**config.mk**
```make
export PLATFORM = sky130hd
export DESIGN_NAME = led_flasher_flat
export DESIGN_NICKNAME = d
export VERILOG_FILES = /design/src/rtl/led_flasher_pkg.sv /design/src/rtl/led_flasher_if.sv /design/src/rtl/led_flasher_tick_timer.sv /design/src/rtl/led_flasher.sv /design/src/flat_wrapper.sv
export SDC_FILE = /design/constraint.sdc
export NUM_CORES = 1
export LEC_CHECK = 0
export CORE_ASPECT_RATIO = 1.2
export CORE_MARGIN = 1.5
export CORE_UTILIZATION = 40
export DETAILED_ROUTE_END_ITERATION = 8
export GPL_ROUTABILITY_DRIVEN = 0
export GPL_TIMING_DRIVEN = 0
export PLACE_DENSITY_LB_ADDON = 0.2
export SETUP_SLACK_MARGIN = 0.2
export SYNTH_ARGS = -nofsm -noshare
export SYNTH_HDL_FRONTEND = slang
export SYNTH_SLANG_ARGS = --single-unit
```
**constraint.sdc**
```tcl
create_clock -name clk -period 2.15 [get_ports clk]
set_input_delay 0.3225 -clock clk [delete_from_list [all_inputs] [get_ports clk]]
set_output_delay 0.3225 -clock clk [all_outputs]
set_load 0.05 [all_outputs]
```
**src/rtl/led_flasher_pkg.sv**
```systemverilog
// Shared types and helpers for the LED flasher: FSM state encoding and ms-to-cycles conversion.
package led_flasher_pkg;

  typedef enum logic [1:0] {IDLE, ON, OFF} flash_state_t;

  // 64-bit math so large ms * Hz products do not overflow before the divide.
  function automatic longint ms_to_ticks(input longint ms, input longint clkfreq);
    return ms * clkfreq / 1000;
  endfunction

endpackage

```
**src/rtl/led_flasher_if.sv**
```systemverilog
// Request/status bundle between a flash requester (master) and the flasher (slave).
interface led_flasher_if #(
  parameter int COUNT_W = 4
);
  logic               start;
  logic [COUNT_W-1:0] count;
  logic               led;
  logic               busy;
  logic               done;

  modport master (output start, count, input  led, busy, done);
  modport slave  (input  start, count, output led, busy, done);
endinterface

```
**src/rtl/led_flasher_tick_timer.sv**
```systemverilog
// Cycle counter that runs 0..TICKS-1 while enabled and pulses tc on the last count.
// tc is combinational from the count so the FSM can act on it in the same cycle.
module tick_timer #(
  parameter int TICKS = 1,
  parameter int W     = 1
) (
  input  logic clk,
  input  logic clr,
  input  logic en,
  output logic tc
);

  localparam logic [W-1:0] LAST = W'(TICKS - 1);

  logic [W-1:0] cnt;

  assign tc = en && (cnt == LAST);

  always_ff @(posedge clk) begin
    if (clr)
      cnt <= '0;
    else if (en)
      cnt <= tc ? '0 : cnt + W'(1);
  end

endmodule

```
**src/rtl/led_flasher.sv**
```systemverilog
// Flashes the LED count times (ON_MS lit, OFF_MS dark each) after an accepted start.
// Outputs registered; start is ignored while busy, done pulses in the first non-busy cycle.
module led_flasher
  import led_flasher_pkg::*;
#(
  parameter int CLKPD_NS = 10,
  parameter int CLKFREQ  = 1_000_000_000 / CLKPD_NS,
  parameter int ON_MS    = 250,
  parameter int OFF_MS   = 250,
  parameter int COUNT_W  = 4
) (
  input  logic          clk,
  input  logic          rst,
  led_flasher_if.slave  bus
);

  localparam int ON_TICKS  = int'(ms_to_ticks(longint'(ON_MS), longint'(CLKFREQ)));
  localparam int OFF_TICKS = int'(ms_to_ticks(longint'(OFF_MS), longint'(CLKFREQ)));
  localparam int MAX_TICKS = (ON_TICKS > OFF_TICKS) ? ON_TICKS : OFF_TICKS;
  localparam int TMR_W     = $clog2(MAX_TICKS + 1);

  if (ON_TICKS < 1 || OFF_TICKS < 1) begin : g_tick_check
    $error("led_flasher: ON_TICKS and OFF_TICKS must both be at least 1");
  end

  flash_state_t       state;
  logic [COUNT_W-1:0] remaining;
  logic               led_q;
  logic               busy_q;
  logic               done_q;
  logic               on_tc;
  logic               off_tc;

  // Each timer is held cleared outside its own phase, so it always enters at zero.
  tick_timer #(.TICKS(ON_TICKS), .W(TMR_W)) u_on_tmr (
    .clk (clk),
    .clr (rst || state != ON),
    .en  (state == ON),
    .tc  (on_tc)
  );

  tick_timer #(.TICKS(OFF_TICKS), .W(TMR_W)) u_off_tmr (
    .clk (clk),
    .clr (rst || state != OFF),
    .en  (state == OFF),
    .tc  (off_tc)
  );

  always_ff @(posedge clk) begin
    if (rst) begin
      state     <= IDLE;
      remaining <= '0;
      led_q     <= 1'b0;
      busy_q    <= 1'b0;
      done_q    <= 1'b0;
    end else begin
      done_q <= 1'b0;
      case (state)
        IDLE: begin
          if (bus.start && bus.count != '0) begin
            remaining <= bus.count;
            state     <= ON;
            led_q     <= 1'b1;
            busy_q    <= 1'b1;
          end
        end
        ON: begin
          if (on_tc) begin
            state <= OFF;
            led_q <= 1'b0;
          end
        end
        OFF: begin
          if (off_tc) begin
            remaining <= remaining - COUNT_W'(1);
            if (remaining == COUNT_W'(1)) begin
              state  <= IDLE;
              busy_q <= 1'b0;
              done_q <= 1'b1;
            end else begin
              state <= ON;
              led_q <= 1'b1;
            end
          end
        end
        default: state <= IDLE;
      endcase
    end
  end

  assign bus.led  = led_q;
  assign bus.busy = busy_q;
  assign bus.done = done_q;

endmodule

```
**src/flat_wrapper.sv**
```systemverilog
// flat-port wrapper written by rule: the top's interface ports become plain ports
module led_flasher_flat import led_flasher_pkg::*;
#(
  parameter int CLKPD_NS = 10,
  parameter int CLKFREQ  = 1_000_000_000 / CLKPD_NS,
  parameter int ON_MS    = 250,
  parameter int OFF_MS   = 250,
  parameter int COUNT_W  = 4
)
  (clk, rst, bus_start, bus_count, bus_led, bus_busy, bus_done);
  led_flasher_if #(.COUNT_W(COUNT_W)) bus_i ();
  input  logic clk;
  input  logic rst;
  input wire logic [$bits(bus_i.start)-1:0] bus_start;
  input wire logic [$bits(bus_i.count)-1:0] bus_count;
  output wire logic [$bits(bus_i.led)-1:0] bus_led;
  output wire logic [$bits(bus_i.busy)-1:0] bus_busy;
  output wire logic [$bits(bus_i.done)-1:0] bus_done;
  assign bus_i.start = bus_start;
  assign bus_i.count = bus_count;
  assign bus_led = bus_i.led;
  assign bus_busy = bus_i.busy;
  assign bus_done = bus_i.done;
  led_flasher #(.CLKPD_NS(CLKPD_NS), .CLKFREQ(CLKFREQ), .ON_MS(ON_MS), .OFF_MS(OFF_MS), .COUNT_W(COUNT_W)) u_core (.clk(clk), .rst(rst), .bus(bus_i));
endmodule
```
==> reports/results.ini, run 1 <==
[worst_setup_path]
end_kind = register
cpMaxStageDelayCell = or4_1
path_cells = clkdlybuf4s50_1, or4_1, and2_1, buf_6, mux2_4, a21oi_2, a211oi_1
required_ns = 2.36
r2r_cells = 6
cpLargestDelayFamily = simple AND/OR/NAND/NOR gates
cp_max_fo = 7
timing.critical_path.buf_inv = 2
regToRegEndpoint = u_core.u_off_tmr.cnt[20]$_SDFFE_PP0N_
startpoint_type = input port
rrSetupSlack_ns = 0.37
path_class = input port to register
arrival_ns = 2.05
slowest_delay_ns = 0.54
r2r-start = u_core.u_off_tmr.cnt[7]$_SDFFE_PP0N_
cp-startpoint = bus_count[2]

[floorplanning]
row_count = 33
die_height_um = 96.1
fp.coreArea_sq_mm = 0.00690
dieArea_sq_mm = 0.00775
io_pins = 10
die_w_um = 80.6
initial_utilization = 0.419

[clock_tree]
cts_resized = 0
clk_path_buf_depth = 2
cts-root-buf = clkbuf_8
post_cts_buffers = 0
cts_sinks = 59
cts_tree = built
clk_latency_ns = 0.34
numCtsBuffers = 9
cts.htree.levels = 3
cts_hold_buf = 0
clk_pin_slew_ns = 0.07

[power_and_ir_drop]
pwr_density_cell_mw_per_mm2 = 775
vdd_drop_max_mv = 0.411
total_power_w = 0.00260
power_leakage_nw = 1.09

[global_route]
antenna_found_initial = 0
grt-ovfl-total = 0
grt_pass1_wl_um = 10000
grt_max_degree = 12
grt_pass1_vias = 2184
grt_use_total = 0.169

[hold_path]
hold_depth = 2
whs_endpoint = u_core.remaining[1]$_SDFFE_PP0P_
min_from = rst
hold_class = input port to register

[sta]
finalSetupViolCount = 0
worst_pin_slew_ns = 0.718
finalCritPeriodShare = 0.851
fin_setup_tns_ns = 0
max_freq_mhz = 546
clock_skew_ns = 0.00905
slew_headroom = 0.519
fin_crit_ns = 1.83
rsz0062_at_grt = no
hold_viol = 0
hold_ws_ns = 0.246
report.final.slew_viol_count = 0

[logic_synthesis]
synth-xor-area-share = 0.139
synth_simple_gate_area_frac = 0.350
synth.area.mux_share = 0.00519
async_flop_share = 0
synth_seq_cells = 59
synth_fa_ha_area_frac = 0.0173
synth_top_family_by_area = simple AND/OR/NAND/NOR gates
yosysSeqAreaShare = 0.408
syn_inst = 318
synth_edf_count = 0
synth_nets = 329
ys.flop_type = dfxtp_1
synth_cell_type_count = 47
yosys_warnings = 0
synth_compound_area_frac = 0.0433
avgSynthCellArea_sq_um = 9.09
synth_area_sq_mm = 0.00289

[drt]
first_pass_iters = 4
drt_iter0_markers = 53
routed_wl_um = 5710
vias = 2252
ant_nets = 0
drt-vias-per-instance = 5.25
post-route-drc-count = 0
wl_per_cell_um = 13.3

[final_layout]
fin_nets = 348
antenna-diode-count = 0
final_cell_mix = dfxtp_1 (59), nor2_1 (57), xnor2_1 (26)
fin_util = 0.487
syn_to_final_growth_pct = 16.1
layout-drive-gt1-share = 0.123
final_common_cell = dfxtp_1

[job]
max_cap_violations = 0

[place]
hpwl_um = 4010
io_buffers = 8

[outcome]
status = completed

==> metal layers <==
layer | GRT usage | part of all wire
met5 | 0 | 0
met1 | 0.190 | 0.46
met3 | 0.0474 | 0.030
met4 | 0.0790 | 0.019
met2 | 0.293 | 0.49
==> layout make-up <==
| class | instances | area [sq um] |
|---|---|---|
| well taps | 87 | 109 |
| repair buffers | 8 | 80.1 |
| clock inverters | 6 | 136 |
| multi-input cells | 243 | 1610 |
| flip-flops and latches | 59 | 1180 |
| clock buffers | 10 | 138 |
| fillers | 649 | 3540 |
| plain buffers | 10 | 82.6 |
| inverters | 6 | 22.5 |
==> worst max path at each step <==
| stage | endpoint | slack, ns | cells after the start |
|---|---|---|---|
| 6_report | u_core.remaining[2]$_SDFFE_PP0P_ | 0.32 | 7 |
| 5_1_grt | u_core.remaining[2]$_SDFFE_PP0P_ | 0.25 | 7 |
| 4_1_cts | bus_led | 0.30 | 1 |
| 3_5_place_dp | u_core.remaining[2]$_SDFFE_PP0P_ | -0.05 | 7 |
| 3_3_place_gp | u_core.remaining[2]$_SDFFE_PP0P_ | -0.03 | 7 |
| 2_1_floorplan | u_core.remaining[2]$_SDFFE_PP0P_ | 0.46 | 6 |
==> through the flow <==
step / instance area (sq um) / setup WS, ns / instances
finish: 3360 / 0.319 / 429
global route: 3360 / 0.246 / 429
CTS: 3350 / 0.302 / 429
detailed placement: 3080 / -0.0461 / 413
global placement: 3080 / -0.0347 / 413
floorplan: 2890 / 0.465 / 318
==> state kept, by name, indices dropped and copies added (netlist names) <==
register / flops
u_core.u_on_tmr.cnt: 25
u_core.bus.done: 1
u_core.u_off_tmr.cnt: 25
u_core.state: 2
u_core.remaining: 4
u_core.bus.led: 1
u_core.bus.busy: 1
==> cells in the mapped netlist (3+ instances only) <==
| master | number | area [sq um] |
|---|---|---|
| dfxtp_1 | 59 | 1180 |
| nor2_1 | 58 | 218 |
| xnor2_1 | 26 | 228 |
| xor2_1 | 20 | 175 |
| nand2_1 | 19 | 71.3 |
| nand3_1 | 19 | 95.1 |
| nand4_1 | 11 | 68.8 |
| nor3_1 | 11 | 55.1 |
| and3_1 | 6 | 37.5 |
| and4_1 | 6 | 52.6 |
| inv_1 | 6 | 22.5 |
| nor4_1 | 6 | 37.5 |
| nor4_2 | 5 | 62.6 |
| a211oi_1 | 4 | 30.0 |
| and2_1 | 4 | 25.0 |
| buf_2 | 4 | 20.0 |
| buf_6 | 4 | 45.0 |
| ha_1 | 4 | 50.1 |
| nand3b_1 | 3 | 22.5 |
| nand4_2 | 3 | 37.5 |
| nand4b_1 | 3 | 26.3 |
| nor3b_1 | 3 | 22.5 |
==> cells by family (layout without fill, tap and decap cells) <==
kind of cell	after synthesis	count (layout)
buffers and inverters	16	40
AND/OR/NAND/NOR	174	174
AO/OA/AOI/OAI	18	18
flip-flops	59	59
XOR/XNOR	46	46
multiplexers	1	1
adder cells (fa/ha/maj)	4	4
==> report_power, final <==
part	internal [W]	total, W	switching (W)
Clock	0.000921	0.00138	0.000455
Combinational	0.0000473	0.000108	0.0000608
Sequential	0.00111	0.00112	0.0000126
Total	0.00207	0.00260	0.000529
Power figures use the tool's default switching activity.
==> inputs of run 2 (changes only) <==
Settings changed: GPL_ROUTABILITY_DRIVEN 0 to unset, SKIP_LAST_GASP set to 1.
==> results of run 2 <==
No change in the layout: final DEF, timing and power equal those of run 1.
==> inputs of run 3 (changes only) <==
Settings changed: ABC_CLOCK_PERIOD_IN_PS set to 2150.
==> results of run 3 <==
No change in the layout: final DEF, timing and power equal those of run 1.
